**src/rtl/ysyx_24100012_mem_arbiter.sv**
```systemverilog
// Round-robin arbiter/sequencer sharing one data-memory port between IFU (fetch) and LSU.
// Latency: accept at t, mem request t+1, response to owner t+3, next grant t+4 (zero-wait).
// Backpressure: one transaction in flight; requests wait in IDLE, RESP holds until owner ready.
module ysyx_24100012_mem_arbiter #(
    parameter int ADDR_WIDTH = 32,
    parameter int DATA_WIDTH = 32
) (
    input  logic                  clk,
    input  logic                  rst,
    input  logic                  ifu_req_valid,
    output logic                  ifu_req_ready,
    input  logic [ADDR_WIDTH-1:0] ifu_req_addr,
    output logic                  ifu_resp_valid,
    input  logic                  ifu_resp_ready,
    output logic [DATA_WIDTH-1:0] ifu_resp_rdata,
    input  logic                  lsu_req_valid,
    output logic                  lsu_req_ready,
    input  logic                  lsu_req_wen,
    input  logic [1:0]            lsu_req_size,
    input  logic [ADDR_WIDTH-1:0] lsu_req_addr,
    input  logic [DATA_WIDTH-1:0] lsu_req_wdata,
    output logic                  lsu_resp_valid,
    input  logic                  lsu_resp_ready,
    output logic [DATA_WIDTH-1:0] lsu_resp_rdata,
    output logic                  mem_req_valid,
    input  logic                  mem_req_ready,
    output logic                  mem_req_wen,
    output logic [DATA_WIDTH-1:0] mem_req_len,
    output logic [ADDR_WIDTH-1:0] mem_req_addr,
    output logic [DATA_WIDTH-1:0] mem_req_wdata,
    input  logic                  mem_resp_valid,
    input  logic [DATA_WIDTH-1:0] mem_resp_rdata
);

    typedef enum logic [1:0] {IDLE, REQ, WAIT, RESP} state_t;

    state_t                state, state_nxt;
    logic                  last_lsu;
    logic                  owner_lsu;
    logic                  wen_q;
    logic [DATA_WIDTH-1:0] len_q;
    logic [ADDR_WIDTH-1:0] addr_q;
    logic [DATA_WIDTH-1:0] wdata_q;
    logic [DATA_WIDTH-1:0] rdata_q;
    logic                  grant_ifu, grant_lsu;
    logic [DATA_WIDTH-1:0] lsu_len;

    // Grants are masked while reset is held so nothing is accepted and then dropped.
    always_comb begin
        grant_ifu = 1'b0;
        grant_lsu = 1'b0;
        if (rst && state == IDLE) begin
            if (ifu_req_valid && (!lsu_req_valid || last_lsu))
                grant_ifu = 1'b1;
            else if (lsu_req_valid)
                grant_lsu = 1'b1;
        end
    end

    always_comb begin
        case (lsu_req_size)
            2'b00:   lsu_len = DATA_WIDTH'(1);
            2'b01:   lsu_len = DATA_WIDTH'(2);
            default: lsu_len = DATA_WIDTH'(4);
        endcase
    end

    always_ff @(posedge clk) begin
        if (!rst)
            state <= IDLE;
        else
            state <= state_nxt;
    end

    always_comb begin
        state_nxt = state;
        case (state)
            IDLE: if (grant_ifu || grant_lsu) state_nxt = REQ;
            REQ:  if (mem_req_ready)          state_nxt = WAIT;
            WAIT: if (mem_resp_valid)         state_nxt = RESP;
            RESP: if (owner_lsu ? lsu_resp_ready : ifu_resp_ready) state_nxt = IDLE;
            default:                          state_nxt = IDLE;
        endcase
    end

    always_ff @(posedge clk) begin
        if (!rst) begin
            last_lsu  <= 1'b1;
            owner_lsu <= 1'b0;
            wen_q     <= 1'b0;
            len_q     <= '0;
            addr_q    <= '0;
            wdata_q   <= '0;
            rdata_q   <= '0;
        end else begin
            if (grant_ifu) begin
                last_lsu  <= 1'b0;
                owner_lsu <= 1'b0;
                wen_q     <= 1'b0;
                len_q     <= DATA_WIDTH'(4);
                addr_q    <= ifu_req_addr;
                wdata_q   <= '0;
            end else if (grant_lsu) begin
                last_lsu  <= 1'b1;
                owner_lsu <= 1'b1;
                wen_q     <= lsu_req_wen;
                len_q     <= lsu_len;
                addr_q    <= lsu_req_addr;
                wdata_q   <= lsu_req_wdata;
            end
            // Store acks carry zero data back to the LSU.
            if (state == WAIT && mem_resp_valid)
                rdata_q <= wen_q ? '0 : mem_resp_rdata;
        end
    end

    always_comb begin
        ifu_req_ready  = grant_ifu;
        lsu_req_ready  = grant_lsu;
        mem_req_valid  = (state == REQ);
        mem_req_wen    = wen_q;
        mem_req_len    = len_q;
        mem_req_addr   = addr_q;
        mem_req_wdata  = wdata_q;
        ifu_resp_valid = (state == RESP) && !owner_lsu;
        lsu_resp_valid = (state == RESP) && owner_lsu;
        ifu_resp_rdata = rdata_q;
        lsu_resp_rdata = rdata_q;
    end

endmodule

```
**config.mk**
```make
export PLATFORM = sky130hd
export DESIGN_NAME = ysyx_24100012_mem_arbiter
export DESIGN_NICKNAME = d
export VERILOG_FILES = /design/src/rtl/ysyx_24100012_mem_arbiter.sv
export SDC_FILE = /design/constraint.sdc
export NUM_CORES = 1
export LEC_CHECK = 0
export BUFFER_PORTS_ARGS = -buffer_cell sky130_fd_sc_hd__buf_2
export CORE_AREA = 2 2 117 119
export DETAILED_ROUTE_END_ITERATION = 8
export DIE_AREA = 0 0 119 121
export PLACE_DENSITY = 0.73
export SYNTH_ARGS = -nofsm -noshare
export SYNTH_HDL_FRONTEND = slang
export SYNTH_SLANG_ARGS = --single-unit
```
**constraint.sdc**
```tcl
create_clock -name clk -period 2.1 [get_ports clk]
set_clock_uncertainty 0.15 [all_clocks]
set_input_delay 0.21 -clock clk [delete_from_list [all_inputs] [get_ports clk]]
set_output_delay 0.21 -clock clk [all_outputs]
set_load 0.02 [all_outputs]
```
# ---- Word-level counts from Yosys, hierarchy flattened
# Cells that the tools add are included.
dict set report op_classes {
  bitwise 1
  eq_ne 8
  mux 19
  reduce_logical 14
}
# operator count
set op_table {}
lappend op_table {{2-to-1 mux 32 bit} 3}
lappend op_table {{2-to-1 mux 1 bit} 8}
lappend op_table {{2-to-1 mux 2 bit} 4}
lappend op_table {{case mux 2 bit (4 select lines)} 1}
lappend op_table {{2-to-1 mux 3 bit} 2}
lappend op_table {{case mux 3 bit (2 select lines)} 1}
lappend op_table {{logical AND 1 bit} 5}
lappend op_table {{equality test 2 x 1 -> 1 bit, second input constant} 2}
lappend op_table {{equality test 2 bit, second input constant} 2}
lappend op_table {{zero test 2 bit} 2}
lappend op_table {{inequality test 2 x 1 -> 1 bit, second input constant} 2}
lappend op_table {{inequality test 2 bit, second input constant} 2}
lappend op_table {{AND reduction 4 bit} 1}
lappend op_table {{zero test 1 bit} 2}
lappend op_table {{logical OR 1 bit} 2}
lappend op_table {{nonzero test 2 bit} 1}
lappend op_table {{OR reduction 2 bit} 1}
lappend op_table {{NOT 1 bit} 1}
dict set report totals {
  regBits 104
  inputBits 139
  output_inout_bits 166
}

# ---- Logic depth before layout (Yosys ltp)
# Gate-level depths: netlist of the first run.
dict set report logic_depth {
  depth_word 8
  mapped_depth 10
  depth_no_buf 7
}

# ---- Worst setup path after synthesis of the first run
# Ideal clock, no wire load.
dict set report synth_path {
  path_type {reg2reg}
  from {register state[0]}
  to {register addr_q[4], in the netlist mem_req_addr[4]}
  stages_incl_launch_ff 10
  setup_ns 0.128
  slack_ns 0.300
  n_path_buf 2
  arrival_time_ns 1.522
  synth_period_minus_slack_ns 1.800
  path_cell_list {dfxtp_1 -> inv_1 -> ha_1 -> nand3_2 -> a21o_1 -> buf_6 -> inv_6 -> buf_12 -> a222oi_1 -> nor2_1}
}
dict set report synth_between {
  elab_chain_len 4
  word_cells_on_any_way 6
}
# item line
set synth_lines {}
lappend synth_lines {{start: declaration} 37} ;# state_t state, state_nxt;
lappend synth_lines {{start signal: assignment} 72} ;# state <= state_nxt;
lappend synth_lines {{zero test 2 bit *} 52} ;# if (rst && state == IDLE) begin
lappend synth_lines {{logical AND 1 bit *} 52}
lappend synth_lines {{2-to-1 mux 1 bit} 52}
lappend synth_lines {{2-to-1 mux 32 bit / nonzero test 2 bit (equally long branches)} --}
lappend synth_lines {{end signal: assignment} 101} ;# addr_q <= ifu_req_addr;
lappend synth_lines {{end signal: assignment} 108} ;# addr_q <= lsu_req_addr;
lappend synth_lines {{end: declaration} 42} ;# logic [ADDR_WIDTH-1:0] addr_q;
# Every way passes the cells marked *; elsewhere a longest branch is shown, timed or not.
# A chain may end at the register's enable or synchronous reset.

# ---- Final worst setup path of the first run
dict set report layout_path {
  from {register state[0]}
  to {output port lsu_req_ready}
}
dict set report layout_between {
  elab_chain_len 3
}
# item line
set layout_lines {}
lappend layout_lines {{zero test 2 bit} 52}
lappend layout_lines {{logical AND 1 bit} 52}
lappend layout_lines {{2-to-1 mux 1 bit} 52}
lappend layout_lines {{end: declaration} 17} ;# output logic lsu_req_ready,
# Every way passes these cells.

==> reports/summary.md, run 1 <==
Status
- result of the run: finished, final reports clean

Logic synthesis
- commonest cells in the netlist: dfxtp_1 (104), nor2_1 (67), buf_4 (62), nand2_1 (55), a21oi_1 (48)
- top-count cell post-synth: dfxtp_1
- fraction of the mapped netlist area in adder cells: 1.098%
- dominant combinational cell family by area after synthesis: simple AND/OR/NAND/NOR gates
- synthesized area per cell: 8.975 sq um
- share of the synthesized area in the top cell type: 45.66%
- share of async-settable or async-resettable flops after synthesis: 0%
- Most used DFF post-synth: dfxtp_1
- flip-flop and latch count after synthesis: 104
- xor/xnor cell area share of the yosys netlist: 0%
- Synthesis Warnings: 0
- Post-Syn Area: 4559 sq um
- Gate Count Post-Synth: 508
- share of synthesized area spent on multiplexers: 0.6586%
- fraction of the mapped netlist area in compound gates: 17.51%
- share of synthesized area occupied by flip-flops and latches: 45.66%
- cell accounting for the most synthesized area: dfxtp_1
- EDFF count, synth: 0
- fraction of the mapped netlist area in simple logic gates: 18.99%
- biggest area contributors in the synthesized netlist: dfxtp_1 (46%), buf_4 (10%), a222oi_1 (7.0%)
- number of distinct library cells after synthesis: 31

Clocking
- maximum number of buffers from clock root to sink: 2
- number of buffers added by the clock tree synthesis step: 9
- clock latency on the worst-skew pair: 0.34 ns
- TritonCTS clock tree: yes
- Reg clk slew, reported paths: 0.06 ns
- total clock sinks: 104
- root buffer cell: clkbuf_16
- number of H-tree levels: 3

Global routing
- GRT met2 Usage: 33.73%
- GRT met3 Usage: 4.605%
- GRT Resource Usage Total: 19.66%
- wire length of the first global-routing pass: 22,590 microns
- GR peak layer: met2
- global routing met1 resource utilization: 22.79%
- Overflow after GRT: 0
- initial antenna violation count: 0
- maximum number of pins on one net before global-route repair: 65
- via count of the first global-routing pass: 4,621

Hold path
- critical hold path startpoint: lsu_req_size[1]
- number of cells on the worst hold path: 3
- path class of the lowest-slack min-delay path: in2reg

Place
- Port Buffers: 275
- detailed placer's ending HPWL: 8731 microns
- global placer's final weighted congestion: 0.8118
- Post-Place Worst Slack: 0.1891 ns
- instance area at placement: 5717 sq um

Final layout
- antenna diode instance count: 0
- fraction of final layout cells with drive strength greater than 1: 42.22%
- count of nets after finishing: 977
- Final Cell Area: 7126 sq um
- layout overhead on the synthesized area: 56.28%

STA
- Max Fclk: 502.3 MHz
- Tmin final: 1.991 ns
- Final Max Slew Viols: 0
- Setup WS post-layout: 0.1090 ns
- unrepaired setup endpoints after global routing: false
- Total Negative Setup Slacks: 0 ns
- number of endpoints failing setup at the final stage: 0
- number of endpoints with negative hold slack in the final report: 0
- share of the clock period used by the worst path after layout: 94.81%

Worst setup path
- path type of the worst setup path: reg2out
- delay-heaviest family, CP: buffers and inverters
- count of cells along the worst register-to-register path: 8
- CP peak stage delay: 0.33 ns
- first element of the critical path: state[0]
- Data required, critical path: 1.74 ns
- crit end category: primary output
- launching point of the worst reg2reg path: state[1]
- maximum fanout count along the critical path: 12
- Crit path depth: 6
- crit path launch type: register
- ordered cell list for the critical path: inv_1 > ha_2 > nand3_2 > a21o_4 > bufinv_16 > buf_4
- Critical Path Slowest Stage Cell: dfxtp_1
- Worst EP arrival: 1.63 ns
- number of buffer and inverter stages on the critical path: 3

Run
- maxcap violations: 0

Die
- die height: 121 microns
- Chip Width: 119 microns
- die area: 14,400 sq um
- initial cell density of the core: 34.84%
- number of top-level design ports: 305
- core box area: 13,090 sq um
- standard-cell row count: 42

Drt
- post-DR vias/cell: 4.666
- average wire per standard cell: 14.40 microns
- Via Count: 4,722
- Post-Route WL: 14,580 microns
- DR iter-0 viols: 322
- length of the first detailed-routing pass in iterations: 8
- DRT antenna net count: 0
- number of design rule violations left after detail routing: 0

Pwr
- VDD IR max: 528.0 uV
- leakage power total: 3.402 nW
- power density normalized to cell area: 938.9 nW/um^2

flip-flops by register name, summed over array words and instances (netlist names):
| signal | count |
|---|---|
| mem_req_wdata | 32 |
| mem_req_len | 3 |
| mem_req_wen | 1 |
| ifu_resp_rdata | 32 |
| owner_lsu | 1 |
| mem_req_addr | 32 |
| state | 2 |
| last_lsu | 1 |
cell usage in the layout (no fill, tap or decap), drive strengths merged:
cell         instances
a21oi               68
nor2b                1
bufbuf               1
nand2               75
dfxtp              104
mux2i                3
o21ai                1
nor3b               32
bufinv               5
a222oi              32
buf                288
conb                29
or2                  1
nand3                1
inv                  9
ha                   4
nor2                67
o2111a               1
o211ai               2
or3                  1
and2                 1
a21o                 1
dlygate4sd3         96
a31oi                1
nand3b               1
a221oi               2
clkbuf               9
cells by family (layout without fill, tap and decap cells):
group | count (synthesis) | in the layout
adders and majority gates | 4 | 4
AOI/OAI and AO/OA | 108 | 108
DFF | 104 | 104
other | 1 | 29
and+or+nand+nor | 180 | 180
buffers and inverters | 108 | 408
muxes | 3 | 3
final timing paths:
kind                       to  slack, ns
min reg2reg    mem_req_len[1]       0.30
max             lsu_req_ready       0.11
max reg2reg  mem_req_addr[22]       0.18
min            mem_req_len[2]       0.03
repair_timing:
action / CTS / global route
setup endpoints to repair: 2 / 3
buffers inserted: 0 / 2
cloned: 3 / 0
endpoints found under the hold margin: 67 / 0
gates resized for setup: 6 / 3
hold buffers: 96 / 0
final cells by class:
type,count,area (sq um)
Clock buffer,9,225.2
Timing Repair Buffer,385,2535
Tap cell,176,220.2
Clock inverter,4,120.1
Sequential cell,104,2082
Multi-Input combinational cell,324,1869
Timing Repair inverter,2,17.52
Inverter,8,56.30
Fill cell,1156,5959
through the flow:
step | power (mW) | instances | hold slack (ns) | utilization [%]
2_1_floorplan | 3.949 | 536 | 0.1869 | -
3_3_place_gp | 4.468 | 898 | 0.2878 | 43.69
3_5_place_dp | 4.478 | 898 | 0.2926 | 43.69
4_1_cts | 6.708 | 1010 | 0.00008415 | 54.28
5_1_grt | 7.071 | 1012 | 0.01238 | 54.46
6_report | 6.690 | 1012 | 0.02790 | 54.46
report_power, final:
part           leakage, nW  switching [mW]  internal, mW
sequential           0.844           0.159          2.23
clock                0.167           0.702          1.27
combinational         2.39            1.38         0.954
total                 3.40            2.24          4.45
tightest hold or removal path: cells and delay by family:
family	cells	cell delay (ns)
buffers and inverters	1	0.12
AO/OA/AOI/OAI	1	0.08
AND/OR/NAND/NOR	1	0.07
layer usage:
metal	routed length, microns	vias up
met5	0	-
met3	1239	36
met1	5776	2122
met4	465	0
met2	7094	257
li1	-	2307
Power figures use the tool's default switching activity.
==> run 2: changes to the inputs <==
- ABC_AREA: unset -> 1
- CORE_AREA: 2 2 117 119 -> 2 2 120 122
- DIE_AREA: 0 0 119 121 -> 0 0 122 124
- PLACE_DENSITY: 0.73 -> 0.69
==> run 2 against run 1 <==
Total power fell by 8.3%. Sequential share of layout area shrank 0.82 points. Design area increased by 2.9%. Routed wire length rose by 13%. Via count increased by 13%. Worst setup slack gained 0.027 ns. Worst hold slack worse by 0.0081 ns. Synthesized cell count rose by 16%.
==> reports/summary.md, run 2 <==
Drt
- Post-Route WL: 16,530 microns
- Via Count: 5,336
- DRT antenna net count: 0
- post-DR vias/cell: 4.701
- DR iter-0 viols: 274
- number of design rule violations left after detail routing: 0
- average wire per standard cell: 14.56 microns
- length of the first detailed-routing pass in iterations: 5

Worst setup path
- Worst EP arrival: 1.60 ns
- Data required, critical path: 1.74 ns
- crit end category: primary output
- crit path launch type: register
- maximum fanout count along the critical path: 12
- path type of the worst setup path: reg2out

Pwr
- Switching Fraction: 37.17%
- switching component of the power: 2.280 mW
- power density normalized to cell area: 836.2 nW/um^2
- Internal Pwr Total: 3.854 mW
- share of power burned in combinational logic: 34.7%
- Sequential Power Share: 38.3%
- relative contribution of the clock network to total power: 27.0%
- leakage power total: 3.449 nW
- VDD IR max: 374.4 uV

Clocking
- TritonCTS clock tree: yes
- Reg clk slew, reported paths: 0.08 ns
- root buffer cell: clkbuf_16
- maximum number of buffers from clock root to sink: 2
- # Post-CTS Setup Buffers: 0
- number of buffers added by the clock tree synthesis step: 9
- number of H-tree levels: 3
- clock latency on the worst-skew pair: 0.34 ns
- total clock sinks: 104

Logic synthesis
- share of async-settable or async-resettable flops after synthesis: 0%
- Gate Count Post-Synth: 589
- top-count cell post-synth: nand2_1
- EDFF count, synth: 0
- Synthesis Warnings: 0
- number of distinct library cells after synthesis: 22
- Most used DFF post-synth: dfxtp_1
- commonest cells in the netlist: nand2_1 (173), dfxtp_1 (104), nand3_1 (70), a21oi_1 (69), buf_4 (61)
- share of the synthesized area in the top cell type: 46.25%
- flip-flop and latch count after synthesis: 104
- biggest area contributors in the synthesized netlist: dfxtp_1 (46%), nand2_1 (14%), buf_4 (10%)
- share of synthesized area occupied by flip-flops and latches: 46.25%
- cell accounting for the most synthesized area: dfxtp_1
- Post-Syn Area: 4502 sq um
- synthesized area per cell: 7.643 sq um

Run
- maxcap violations: 0

Die
- die area: 15,130 sq um
- die height: 124 microns
- core box area: 13,720 sq um
- initial cell density of the core: 32.81%
- number of top-level design ports: 305
- Chip Width: 122 microns
- standard-cell row count: 43

STA
- unrepaired setup endpoints after global routing: false
- Total Negative Setup Slacks: 0 ns
- worst hold slack after final layout: 0.01975 ns
- share of the clock period used by the worst path after layout: 93.52%
- number of endpoints with negative hold slack in the final report: 0
- Max Fclk: 509.2 MHz
- Final Max Slew Viols: 0
- Tmin final: 1.964 ns
- number of endpoints failing setup at the final stage: 0

Place
- global placer's final weighted congestion: 0.7742
- Port Buffers: 275
- detailed placer's ending HPWL: 10,070 microns
- instance area at placement: 5724 sq um

Final layout
- most common cell after layout, fill and taps aside: buf_2
- fraction of final layout cells with drive strength greater than 1: 33.09%
- commonest cells after routing, fill and taps aside: buf_2 (275), nand2_1 (173), dlygate4sd3_1 (129)
- Final Cell Area: 7335 sq um
- count of nets after finishing: 1,090
- layout overhead on the synthesized area: 62.92%

Global routing
- GRT Resource Usage Total: 20.44%
- initial antenna violation count: 4
- Overflow after GRT: 0
- wire length of the first global-routing pass: 24,180 microns
- via count of the first global-routing pass: 4,882
- maximum number of pins on one net before global-route repair: 39

Status
- result of the run: finished, final reports clean

Hold path
- path class of the lowest-slack min-delay path: in2reg

## run 2: changes by cell type after synthesis, moves of 14 or more
cell,delta
a21oi_1,+21
a21oi_2,-20
a222oi_1,-32
a31oi_1,+31
buf_2,+14
nand2_1,+118
nand2_2,-18
nand3_1,+70
nor2_1,-57
nor3b_1,-32
## run 2: final timing paths
kind | startpoint | end | slack [ns] | cells past startpoint
max | state[1] | lsu_req_ready | 0.14 | 7
max reg2reg | state[1] | mem_req_len[2] | 0.21 | 9
min reg2reg | mem_req_len[0] | mem_req_len[0] | 0.31 | 2
min | ifu_req_addr[3] | mem_req_addr[3] | 0.02 | 3
## run 2: kinds of logic after synthesis
logic type,share of synthesized area [%]
flops,46.25
fa+ha+maj,1.112
buf+inv,16.06
simple gates,23.93
compound gates,12.56
other cells,0.08330
## run 2: worst max-delay path, cell delays in order (launching register included)
cell	delay, ns
dfxtp_1	0.34
inv_1	0.09
ha_2	0.20
nand2_2	0.08
nor2_2	0.12
nand2_1	0.12
clkinv_4	0.13
buf_2	0.18
## run 2: final cells by class
class,instances,area (sq um)
Tap cell,180,225.2
Clock buffer,9,225.2
Clock inverter,7,73.82
Multi-Input combinational cell,396,1804
Sequential cell,104,2083
Inverter,17,68.82
Antenna cell,3,7.507
Fill cell,1231,6385
Timing Repair Buffer,419,2846
## run 2: through the flow
stage,std cells,setup WS [ns],total power [mW],util [%]
4_1_cts,1132,0.04983,6.143,53.33
6_report,1135,0.1361,6.133,53.46
5_1_grt,1135,0.02448,6.450,53.46
2_1_floorplan,617,0.5002,3.721,-
3_5_place_dp,987,0.2113,4.291,41.72
3_3_place_gp,987,0.2590,4.273,41.72
## run 2: power by group through the flow
| stage | Clock (mW) | Sequential, mW | Combinational, mW |
|---|---|---|---|
| finish | 1.66 | 2.35 | 2.13 |
| global placement | 0 | 2.37 | 1.90 |
| floorplan | 0 | 2.61 | 1.11 |
| CTS | 1.71 | 2.34 | 2.10 |
| detailed placement | 0 | 2.38 | 1.91 |
| global route | 1.77 | 2.37 | 2.31 |
## run 2: repair_timing
action,in CTS,in global routing
endpoints found under the hold margin,100,0
resized for setup,1,4
hold buffers,129,0
setup endpoints to repair,1,2
## run 2: metal layers
layer | wire [microns] | track usage [%] | share of wire (%)
met5 | 13 | 0 | 0.079
met4 | 616 | 11.28 | 3.7
met3 | 1331 | 5.220 | 8.1
met2 | 8328 | 36.91 | 50
met1 | 6238 | 21.78 | 38
==> run 3: changes to the inputs <==
- RECOVER_POWER: unset -> 100
- clock period: 2.1 -> 2.2 ns (I/O delays scaled with it)
==> run 3 against run 2 <==
Sequential power is 5% lower. Worst hold slack worse by 0.00097 ns. Register-to-register slack better by 0.04 ns. Highest routed layer is now met4. Non-clock buffer count fell by 3. Largest power group unchanged. Utilization is 1.5 points lower. Global-route usage decreased by 0.52 points. Final cell count decreased by 0.44%.
==> reports/summary.md, run 3 (synthesis gave the netlist of run 2 again) <==
Run
- maxcap violations: 0

Final layout
- most common cell after layout, fill and taps aside: nand2_1
- commonest cells after routing, fill and taps aside: nand2_1 (174), buf_2 (140), clkbuf_1 (135)
- fraction of final layout cells with drive strength greater than 1: 18.65%
- area of the multi-input gates: 1797 sq um
- sequential cell area: 2082 sq um
- Final Cell Area: 7128 sq um
- layout overhead on the synthesized area: 58.34%
- Filler Cell Count: 1,306
- count of nets after finishing: 1,087
- final non-filler cell total: 1,130

Drt
- DR iter-0 viols: 218
- number of design rule violations left after detail routing: 0
- Via Count: 5,218
- Post-Route WL: 15,980 microns
- average wire per standard cell: 14.14 microns
- DRT antenna net count: 0
- length of the first detailed-routing pass in iterations: 7
- post-DR vias/cell: 4.618

STA
- number of endpoints with negative hold slack in the final report: 0
- Final Max Slew Viols: 0
- headroom to the max-slew limit: 57.35%
- transition at the pin with the smallest max-transition slack: 0.6390 ns
- Total Negative Setup Slacks: 0 ns
- unrepaired setup endpoints after global routing: false
- Tmin final: 2.030 ns
- Max Fclk: 492.7 MHz
- number of endpoints failing setup at the final stage: 0
- share of the clock period used by the worst path after layout: 92.27%

Pwr
- leakage power total: 2.875 nW
- switching component of the power: 2.155 mW
- VDD IR max: 488.8 uV
- share of power burned in combinational logic: 32.3%
- power density normalized to cell area: 836.0 nW/um^2
- Sequential Power Share: 37.7%
- total power draw: 5.959 mW
- relative contribution of the clock network to total power: 30.0%
- Switching Fraction: 36.16%
- Internal Pwr Total: 3.805 mW

Global routing
- wire length of the first global-routing pass: 23,800 microns
- initial antenna violation count: 1
- maximum number of pins on one net before global-route repair: 38
- Overflow after GRT: 0
- via count of the first global-routing pass: 4,944
- GRT Resource Usage Total: 19.93%

Worst setup path
- path type of the worst setup path: reg2out
- Worst EP arrival: 1.66 ns
- crit end category: primary output
- crit path launch type: register
- maximum fanout count along the critical path: 10
- Data required, critical path: 1.83 ns

Clocking
- number of H-tree levels: 3
- TritonCTS clock tree: yes
- maximum number of buffers from clock root to sink: 2
- root buffer cell: clkbuf_16
- number of buffers added by the clock tree synthesis step: 9
- Reg clk slew, reported paths: 0.07 ns
- clock latency on the worst-skew pair: 0.35 ns
- total clock sinks: 104

Place
- global placer's final weighted congestion: 0.7893
- DP Cell Count: 987
- detailed placer's ending HPWL: 9933 microns
- instance area at placement: 5699 sq um
- Port Buffers: 275

Hold path
- path class of the lowest-slack min-delay path: in2reg

Status
- result of the run: finished, final reports clean

Die
- die height: 124 microns
- die area: 15,130 sq um
- Chip Width: 122 microns
- standard-cell row count: 43
- number of top-level design ports: 305
- initial cell density of the core: 32.81%
- core box area: 13,720 sq um

## run 3: power by group through the flow
stage | Sequential (mW) | Clock (mW) | Combinational, mW
finish | 2.24 | 1.79 | 1.93
global route | 2.27 | 1.90 | 2.10
global placement | 2.27 | 0 | 1.79
CTS | 2.23 | 1.84 | 1.97
floorplan | 2.49 | 0 | 1.06
detailed placement | 2.27 | 0 | 1.80
## run 3: layout make-up
cell class                      instances  share of cell area (%)
Clock buffer                            9                   3.160
Multi-Input combinational cell        396                   25.21
Tap cell                              180                   3.160
Timing Repair Buffer                  416                   36.70
Sequential cell                       104                   29.21
Clock inverter                          7                   1.562
Inverter                               17                  0.9654
Antenna cell                            1                 0.03511
## run 3: metal layers
metal | vias to the layer above | global-route usage [%] | part of all wire, %
li1 | 2558 | - | -
met1 | 2348 | 22.17 | 38
met2 | 284 | 36.14 | 51
met3 | 28 | 4.579 | 8.4
met4 | 0 | 9.052 | 2.2
met5 | - | 0 | 0
## run 3: timing repair
| action | in CTS | in global routing |
|---|---|---|
| hold buffers | 126 | 0 |
| gates resized for setup | 0 | 3 |
| endpoints found under the hold margin | 98 | 0 |
| buffers inserted | 0 | 0 |
| setup endpoints to repair | 0 | 1 |
## run 3: path summary, 6_finish.rpt
| check | from | cells after the start | endpoint | slack, ns |
|---|---|---|---|---|
| setup / recovery | state[0] | 6 | ifu_req_ready | 0.17 |
| setup reg to reg | state[0] | 9 | mem_req_len[2] | 0.25 |
| hold / removal | ifu_req_addr[29] | 3 | mem_req_addr[29] | 0.02 |
| hold reg to reg | mem_req_wdata[21] | 2 | mem_req_wdata[21] | 0.31 |
## run 3: critical path: stages, from the launching register on
cell and delay, ns:
dfxtp_1 0.34, inv_1 0.09, ha_2 0.21, nand2_2 0.08, nor2_2 0.17, clkbuf_4 0.23
buf_2 0.18
## run 3: per-stage QoR
stage               util (%)  setup slack (ns)  hold slack [ns]
CTS                    53.19           0.07179         0.001605
global route           51.96           0.02628          0.02303
finish                 51.96            0.1702          0.01878
floorplan                  -            0.6002           0.1907
global placement       41.54            0.3528           0.2994
detailed placement     41.54            0.3097           0.3024
